File: src/rtl/encoder8_3.sv
// 8-to-3 priority encoder with one-hot checking, a 2-entry result FIFO
// and a saturating count of non-one-hot words.
module encoder8_3 #(
    parameter int CNT_W = 8
) (
    input  logic             clk,
    input  logic             rst,
    input  logic             valid,
    input  logic [7:0]       in,
    output logic             ready,
    output logic             out_valid,
    input  logic             out_ready,
    output logic [2:0]       out,
    output logic             err,
    input  logic             clr_cnt,
    output logic [CNT_W-1:0] err_cnt
);

    logic [2:0] enc_idx;
    logic [3:0] pop_cnt;
    logic       enc_err;

    // Ascending scan so the highest set bit is the last one to write enc_idx.
    always_comb begin
        enc_idx = '0;
        pop_cnt = '0;
        for (int i = 0; i < 8; i++) begin
            if (in[i]) begin
                enc_idx = 3'(i);
                pop_cnt = pop_cnt + 4'd1;
            end
        end
        enc_err = (pop_cnt != 4'd1);
    end

    logic [3:0]       slot_q [2];
    logic [3:0]       slot_d [2];
    logic             wr_ptr_q, wr_ptr_d;
    logic             rd_ptr_q, rd_ptr_d;
    logic [1:0]       count_q, count_d;
    logic             en_q, en_d;
    logic [CNT_W-1:0] err_cnt_q, err_cnt_d;
    logic             push, pop;
    logic [3:0]       head;

    // en_q keeps ready low until the first clock edge after reset release.
    assign ready     = en_q & rst & (count_q != 2'd2);
    assign out_valid = (count_q != 2'd0);
    assign push      = valid & ready;
    assign pop       = out_valid & out_ready;
    assign head      = slot_q[rd_ptr_q];
    assign out       = out_valid ? head[3:1] : 3'd0;
    assign err       = out_valid ? head[0] : 1'b0;
    assign err_cnt   = err_cnt_q;

    always_comb begin
        slot_d   = slot_q;
        wr_ptr_d = wr_ptr_q ^ push;
        rd_ptr_d = rd_ptr_q ^ pop;
        count_d  = count_q;
        en_d     = 1'b1;
        if (push) begin
            slot_d[wr_ptr_q] = {enc_idx, enc_err};
        end
        if (push && !pop) begin
            count_d = count_q + 2'd1;
        end else if (pop && !push) begin
            count_d = count_q - 2'd1;
        end
    end

    // Clear takes priority over a same-cycle increment; the count saturates.
    always_comb begin
        err_cnt_d = err_cnt_q;
        if (clr_cnt) begin
            err_cnt_d = '0;
        end else if (push && enc_err && !(&err_cnt_q)) begin
            err_cnt_d = err_cnt_q + CNT_W'(1);
        end
    end

    always_ff @(posedge clk or negedge rst) begin
        if (!rst) begin
            slot_q[0] <= '0;
            slot_q[1] <= '0;
            wr_ptr_q  <= 1'b0;
            rd_ptr_q  <= 1'b0;
            count_q   <= '0;
            en_q      <= 1'b0;
            err_cnt_q <= '0;
        end else begin
            slot_q[0] <= slot_d[0];
            slot_q[1] <= slot_d[1];
            wr_ptr_q  <= wr_ptr_d;
            rd_ptr_q  <= rd_ptr_d;
            count_q   <= count_d;
            en_q      <= en_d;
            err_cnt_q <= err_cnt_d;
        end
    end

endmodule

File: config.mk
export PLATFORM = sky130hd
export DESIGN_NAME = encoder8_3
export DESIGN_NICKNAME = d
export VERILOG_FILES = /design/src/rtl/encoder8_3.sv
export SDC_FILE = /design/constraint.sdc
export NUM_CORES = 1
export LEC_CHECK = 0
export CAP_MARGIN = 30
export CORE_MARGIN = 2
export CORE_UTILIZATION = 50
export DETAILED_ROUTE_END_ITERATION = 10
export PLACE_DENSITY = 0.76
export RECOVER_POWER = 50
export SLEW_MARGIN = 20
export SYNTH_ARGS = -nofsm -noshare
export SYNTH_HDL_FRONTEND = slang
export SYNTH_SLANG_ARGS = --single-unit
export TNS_END_PERCENT = 100
File: constraint.sdc
create_clock -name clk -period 1.9 [get_ports clk]
set_input_delay 0.19 -clock clk [delete_from_list [all_inputs] [get_ports clk]]
set_output_delay 0.19 -clock clk [all_outputs]
set_load 0.02 [all_outputs]
==> results by group, run 1 <==
Route
  • Via density per instance: 5.47
  • Final routed DRC violation total: 0
  • Iteration-0 DRC count of the detailed router: 84
  • Via count: 1640
  • Antenna viol nets, final: 0
  • Wire per inst: 16.1 microns
  • Routed WL: 4840 microns
  • Length of the first detailed-routing pass in iterations: 4

Global route
  • Via count of the first global-routing pass: 1650
  • Total routing usage reported by global routing: 28.4%
  • Maximum number of pins on one net before global-route repair: 22
  • Initial antenna violation count: 0
  • First-pass GRT wire length: 7830 microns
  • Grt total ovfl: 0

Critical path
  • Library cell appearing most often on the critical path: ha_4
  • Crit path max fanout: 6
  • Element type at the critical path end: register
  • Worst Setup Path Type: input pin to register
  • Number of cells on the worst reg-to-reg path: 7
  • WP data arrival: 4.23 ns
  • Crit path cell chain: buf_8 > inv_8 > ha_4 > xor2_4 > ha_4 > nand2_4 > o31ai_4 > ha_1 > nor2b_2 > nor2b_1 > ha_1 > nand2_2 > o21a_1 > nor2_2 > ha_4 > nand2_4 > xor2_2 > xor3_1 > or4_4 > a211oi_4 > buf_12 > nor3_2 > mux2_4
  • Peak per-stage delay on the critical path: 0.43 ns
  • Critical path's slowest cell: or4_4
  • Required time of the worst setup path: 2.11 ns
  • Element type at the critical path start: input pin

Place
  • HPWL after DPL: 3110 microns
  • Count of buffers inserted at the top-level ports: 26
  • Area post-placement: 0.00235 sq mm
  • Instance count after placement with tap cells included: 286
  • Routability congestion estimate: 0.843

Final layout
  • Post-layout net count: 281
  • Layout fillers: 187
  • Post-route standard cell area excluding fillers: 0.00257 sq mm
  • Number of diodes added for antenna fixing: 0
  • Count of placed standard cells in the final layout, fillers left out: 300
  • Highest-count cells in the layout ignoring fill and taps: 52 x buf_4, 22 x nor2_1, 21 x dfrtp_1, 17 x clkdlybuf4s50_1, 9 x a21oi_1
  • Ratio of cells with drive above 1 in the final layout: 40.6%
  • Synthesis-to-layout area growth: 56.8%
  • Most frequent standard cell in the layout excluding fill and tap cells: buf_4

Logic synthesis
  • Main combinational cell family by area after synthesis: simple AND/OR/NAND/NOR gates
  • Number of synthesis warnings: 0
  • EDFF count, synth: 0
  • Yosys top cell area share: 32.1%
  • Dominant synthesized flop cell: dfrtp_1
  • Synth Area per Inst: 9.06 sq um
  • Post-synthesis compound-gate area fraction: 15.4%
  • Number of distinct standard cells referenced by the synthesized netlist: 46
  • Adder-cell share of the synthesized area: 8.40%
  • Synthesized-area fraction occupied by and/or/nand/nor cells: 21.2%
  • Cell taking the most area after synthesis: dfrtp_1
  • Share of the yosys chip area belonging to registers: 32.1%
  • Post-synthesis sequential element count: 21
  • Mapped Nets: 205
  • Multiplexer area fraction after synthesis: 4.27%
  • Share of flip-flops with an asynchronous set or reset after synthesis: 100%
  • Post-Synth XOR/XNOR Area: 12.7%
  • Most area-consuming cells after synthesis: dfrtp_1 32%, ha_1 8.4%, nor2_1 5.7%
  • Post-Synthesis Cells: 181
  • Synthesized cell area: 0.00164 sq mm

Floorplanning
  • Rows: 20
  • Placeable Area: 0.00308 sq mm
  • I/O Pins: 27
  • Die area: 0.00375 sq mm
  • Vertical die dimension: 61.3 microns
  • Starting density of the core: 53.3%
  • Die span in x: 61.3 microns

Power
  • Clk pwr share: 9.4%
  • NetSw: 961 uW
  • Share of power burned in combinational logic: 61.5%
  • Net switching fraction of the power: 40.4%
  • Power density of the placed cells: 925 mW/mm^2
  • Sequential Power Share: 29.2%
  • Power Internal: 1420 uW
  • Worst vdd rail ir drop: 0.000496 V
  • Overall power of the completed layout: 2380 uW
  • Cell leakage power: 0.00119 uW

Run status
  • Failing checks: negative setup slack
  • Run status: finished with violations

STA
  • Count of final setup violators: 11
  • Final hold violation count: 0
  • Final WS setup: -2.11 ns
  • Worst hold-check slack: 0.472 ns
  • Relative slew slack: 23.6%
  • Final period utilization: 211%
  • Final Critical Period: 4.01 ns
  • FMAX: 249 MHz
  • Fin Setup TNS: -20.64 ns
  • Slew at the pin with the worst max-slew slack: 1.15 ns
  • Setup repair after global routing missed its margin: yes
  • Final-report max-slew violation count: 0
  • Worst clock skew: 0.00123 ns

Clock tree
  • Number of levels the H-tree was split into: 1
  • Worst-path clk slew: 0.12 ns
  • Clock latency on the worst-skew pair: 0.31 ns
  • Number of sinks handled by clock tree synthesis: 21
  • Post-CTS Hold Fix Bufs: 0
  • Maximum clock path buffer count: 2
  • CTS tree: yes
  • Cts bufs inserted: 3
  • Cell chosen for the clock root: clkbuf_4

Hold path
  • Min-delay worst type: input pin to register
  • Count of cells along the worst hold path: 3

Job
  • Max-cap check violation count: 0
[synth_stat cells (5+ instances only)]
| master | instances |
|---|---|
| a21oi_1 | 10 |
| nor2_1 | 25 |
| buf_2 | 5 |
| xnor2_1 | 5 |
| inv_1 | 10 |
| xor2_1 | 7 |
| a21oi_2 | 6 |
| o31ai_1 | 5 |
| ha_1 | 11 |
| nand3_1 | 8 |
| nand2_1 | 12 |
| dfrtp_1 | 21 |
[power by group through the flow]
stage | clock network (uW) | registers, uW | logic, uW
finish | 223 | 693 | 1460
floorplan | 0 | 652 | 805
global placement | 0 | 680 | 1250
global route | 251 | 704 | 1580
CTS | 226 | 684 | 1380
detailed placement | 0 | 691 | 1300
[state kept, by name, indices dropped and copies added (netlist names)]
name / flops
wr_ptr_q: 1
err_cnt: 8
count_q: 2
slot_q: 8
en_q: 1
rd_ptr_q: 1
[through the flow]
step	utilization, %	setup WS (ns)
6_report	83.5	-2.11
5_1_grt	83.5	-2.29
4_1_cts	80.7	-2.11
3_5_place_dp	76.5	-3.22
3_3_place_gp	76.5	-3.09
2_1_floorplan	-	-2.50
[critical path, delay by kind of cell]
kind                       cells  cell delay [ns]
adders and majority gates      5             1.28
muxes                          1             0.29
buffers and inverters          3             0.27
xor gates and xnor gates       3             0.77
AOI/OAI and AO/OA              3             0.46
and+or+nand+nor                8             0.96
[cell type report]
type / instances / area, sq um / share of cell area (%)
Clock buffer: 3 / 22.5 / 0.876
Clock inverter: 1 / 5.00 / 0.195
Inverter: 10 / 52.6 / 2.04
Multi-Input combinational cell: 139 / 1190 / 46.3
Sequential cell: 21 / 526 / 20.4
Tap cell: 44 / 55.1 / 2.14
Timing Repair Buffer: 82 / 719 / 28.0
[what timing repair did]
action,in CTS,in global routing
setup buffers,6,4
gates resized for setup,26,18
setup endpoints to repair,10,16
endpoints found under the hold margin,0,0
pin swaps,13,2
[cells by family after synthesis]
kind of cell               count (synthesis)
buffers and inverters                     21
other                                      1
AOI/OAI and AO/OA                         35
adders and majority gates                 11
muxes                                      6
and+or+nand+nor                           69
xor gates and xnor gates                  17
DFF                                       21
[metal layers]
metal	track usage, %	part of all wire, %	vias up
li1	-	-	772
met1	37.3	42	805
met2	48.3	51	48
met3	5.04	4.2	15
met4	7.76	2.3	0
met5	0	0	-
[final timing paths]
| path | from | end | slack (ns) |
|---|---|---|---|
| max | in[1] | err_cnt[4] | -2.11 |
| min in group asynchronous | rst | count_q[0] | 0.64 |
| min | out_ready | rd_ptr_q | 0.47 |
| max reg2reg | err_cnt[4] | err_cnt[6] | 0.01 |
| min reg2reg | count_q[1] | count_q[1] | 0.52 |
| max in group asynchronous | rst | err_cnt[6] | 0.58 |
(Power assumes the default switching activity.)
==> inputs of run 2 (changes only) <==
GPL_TIMING_DRIVEN = 0   (was not set)
SLEW_MARGIN = 40   (was 20)
==> results by group, run 2 (synthesized netlist as in run 1, its figures left out) <==
STA
  • Relative slew slack: 25.2% (was 23.6%)
  • Final Critical Period: 4.17 ns (was 4.01 ns)
  • Final hold violation count: 0 (unchanged)
  • Setup repair after global routing missed its margin: yes (unchanged)
  • Worst clock skew: 0.0125 ns (was 0.00123 ns)
  • Final period utilization: 220% (was 211%)
  • Count of final setup violators: 10 (was 11)
  • Worst hold-check slack: 0.311 ns (was 0.472 ns)
  • Fin Setup TNS: -22.40 ns (was -20.64 ns)
  • Final-report max-slew violation count: 0 (unchanged)
  • Final WS setup: -2.27 ns (was -2.11 ns)
  • Slew at the pin with the worst max-slew slack: 1.12 ns (was 1.15 ns)
  • FMAX: 240 MHz (was 249 MHz)

Global route
  • First-pass GRT wire length: 6480 microns (was 7830 microns)
  • Initial antenna violation count: 0 (unchanged)
  • Grt total ovfl: 0 (unchanged)
  • Via count of the first global-routing pass: 1398 (was 1650)
  • Total routing usage reported by global routing: 22.8% (was 28.4%)
  • Maximum number of pins on one net before global-route repair: 22 (unchanged)

Route
  • Via count: 1455 (was 1640)
  • Wire per inst: 14.7 microns (was 16.1 microns)
  • Length of the first detailed-routing pass in iterations: 4 (unchanged)
  • Antenna viol nets, final: 0 (unchanged)
  • Iteration-0 DRC count of the detailed router: 64 (was 84)
  • Via density per instance: 5.39 (was 5.47)
  • Final routed DRC violation total: 0 (unchanged)
  • Routed WL: 3970 microns (was 4840 microns)

Critical path
  • Critical path's slowest cell: or4_4 (unchanged)
  • Buffers and inverters on the worst path: 3 (unchanged)
  • Kind of cell adding the most delay to the critical path: adder cells (unchanged)
  • Origin of the worst setup path: in[1] (unchanged)
  • Required time of the worst setup path: 2.09 ns (was 2.11 ns)
  • Number of cells on the worst reg-to-reg path: 7 (unchanged)
  • WP data arrival: 4.36 ns (was 4.23 ns)
  • Element type at the critical path start: input pin (unchanged)
  • Crit path cell chain: buf_8 > inv_8 > ha_4 > xor2_4 > ha_4 > nand2_4 > o31ai_4 > ha_1 > nor2b_2 > nor2b_1 > ha_1 > nand2_1 > o21a_1 > nor2_1 > ha_2 > nand2_2 > o31ai_4 > ha_2 > xor3_1 > or4_4 > a211oi_4 > buf_6 > nor3_4 > mux2_4 (was buf_8 > inv_8 > ha_4 > xor2_4 > ha_4 > nand2_4 > o31ai_4 > ha_1 > nor2b_2 > nor2b_1 > ha_1 > nand2_2 > o21a_1 > nor2_2 > ha_4 > nand2_4 > xor2_2 > xor3_1 > or4_4 > a211oi_4 > buf_12 > nor3_2 > mux2_4)
  • Endpoint of the worst register-to-register path: err_cnt[5] (was err_cnt[6])
  • Flop2flop setup slack: -0.15 ns (was 0.01 ns)
  • Termination of the worst setup path: err_cnt[3] (was err_cnt[4])
  • R2r startpoint: err_cnt[2] (was err_cnt[4])
  • Peak per-stage delay on the critical path: 0.44 ns (was 0.43 ns)
  • Logic depth of the worst setup path including buffers: 24 (was 23)
  • Crit path max fanout: 3 (was 6)
  • Worst Setup Path Type: input pin to register (unchanged)
  • Element type at the critical path end: register (unchanged)

Run status
  • Failing checks: negative setup slack (unchanged)
  • Run status: finished with violations (unchanged)

Place
  • Routability congestion estimate: 0.815 (was 0.843)
  • Post-place setup slack: -3.52 ns (was -3.22 ns)
  • Instance count after placement with tap cells included: 247 (was 286)
  • Count of buffers inserted at the top-level ports: 22 (was 26)
  • HPWL after DPL: 2640 microns (was 3110 microns)

Power
  • Worst vdd rail ir drop: 0.000456 V (was 0.000496 V)
  • Power density of the placed cells: 990 mW/mm^2 (was 925 mW/mm^2)
  • Cell leakage power: 0.000994 uW (was 0.00119 uW)

Final layout
  • Layout fillers: 225 (was 187)
  • Ratio of cells with drive above 1 in the final layout: 33.2% (was 40.6%)
  • Highest-count cells in the layout ignoring fill and taps: 22 x nor2_1, 20 x dfrtp_1, 17 x clkdlybuf4s50_1, 13 x buf_4, 10 x nand2_1 (was 52 x buf_4, 22 x nor2_1, 21 x dfrtp_1, 17 x clkdlybuf4s50_1, 9 x a21oi_1)
  • Most frequent standard cell in the layout excluding fill and tap cells: nor2_1 (was buf_4)
  • Post-layout net count: 251 (was 281)
  • Number of diodes added for antenna fixing: 0 (unchanged)
  • Count of placed standard cells in the final layout, fillers left out: 270 (was 300)
  • Final core area utilization: 75.8% (was 83.5%)
  • Synthesis-to-layout area growth: 42.3% (was 56.8%)

Clock tree
  • Cell chosen for the clock root: clkbuf_4 (unchanged)
  • Number of levels the H-tree was split into: 1 (unchanged)
  • CTS tree: yes (unchanged)
  • Maximum clock path buffer count: 2 (unchanged)
  • Number of sinks handled by clock tree synthesis: 21 (unchanged)
  • Clock latency on the worst-skew pair: 0.30 ns (was 0.31 ns)
  • Worst-path clk slew: 0.12 ns (about the same)
  • Cts bufs inserted: 3 (unchanged)

Floorplanning
  • Starting density of the core: 53.3% (unchanged)
  • Vertical die dimension: 61.3 microns (unchanged)
  • Placeable Area: 0.00308 sq mm (unchanged)
  • Die area: 0.00375 sq mm (unchanged)
  • I/O Pins: 27 (unchanged)
  • Rows: 20 (unchanged)
  • Die span in x: 61.3 microns (unchanged)

Job
  • Max-cap check violation count: 0 (unchanged)

Hold path
  • Min-delay worst type: input pin to register (unchanged)
  • Hold Crit Start: in[4] (was out_ready)
## run 2: changes by cell type in the layout (fill, tap and decap cells not counted), moves of 2 or more
| cell | change |
|---|---|
| buf_4 | -39 |
| buf_2 | +4 |
| buf_1 | +3 |
| buf_6 | +3 |
| dlymetal6s2s_1 | -3 |
| clkbuf_1 | +2 |
| ha_2 | +2 |
| nand2_1 | +2 |
## run 2: cell type report
class	count	area (sq um)	area share, %
Buffer	9	42.5	1.82
Clock buffer	3	22.5	0.966
Clock inverter	1	5.00	0.215
Inverter	10	52.6	2.25
Multi-Input combinational cell	139	1200	51.3
Sequential cell	21	527	22.6
Tap cell	44	55.1	2.36
Timing Repair Buffer	43	432	18.5
## run 2: how the worst min path moves through the flow
stage / slack, ns / to / cells after the start
floorplan: -0.11 / count_q[0] / 0
global placement: 0.48 / count_q[1] / 1
detailed placement: 0.18 / err_cnt[3] / 1
CTS: 0.30 / slot_q[3] / 3
global route: 0.30 / slot_q[3] / 3
finish: 0.31 / slot_q[3] / 3
## run 2: stage by stage
| step | cell area, sq um | power [uW] |
|---|---|---|
| 2_1_floorplan | 1740 | 1460 |
| 3_3_place_gp | 2010 | 1760 |
| 3_5_place_dp | 2010 | 1810 |
| 4_1_cts | 2280 | 2290 |
| 5_1_grt | 2330 | 2480 |
| 6_report | 2330 | 2310 |
## run 2: what timing repair did
action / 4_1_cts / 5_1_grt
endpoints found under the hold margin: 21 / 21
hold buffers: 1 / 1
cloned: 1 / 0
setup buffers: 16 / 2
endpoints found under the setup margin: 14 / 15
pin swaps: 18 / 8
resized for setup: 32 / 12
## run 2: worst reg2reg max path: cells and delay by family (launching register included)
family                 cells  cell delay (ns)
AND/OR/NAND/NOR            5             1.13
flip-flops                 1             0.47
buffers and inverters      1             0.22
AO/OA/AOI/OAI              1             0.15
## run 2: routing by layer
metal | vias up | global-route usage [%] | wire length, microns | part of all wire, %
met4 | 0 | 2.80 | 57 | 1.4
met1 | 699 | 31.6 | 1720 | 43
met2 | 34 | 39.1 | 2030 | 51
met5 | - | 0 | 0 | 0
li1 | 716 | - | - | -
met3 | 6 | 3.15 | 156 | 3.9
## run 2: power breakdown
group,internal [uW],switching (uW),total (uW)
Clock,78.5,135,213
Sequential,579,112,691
Combinational,734,671,1410
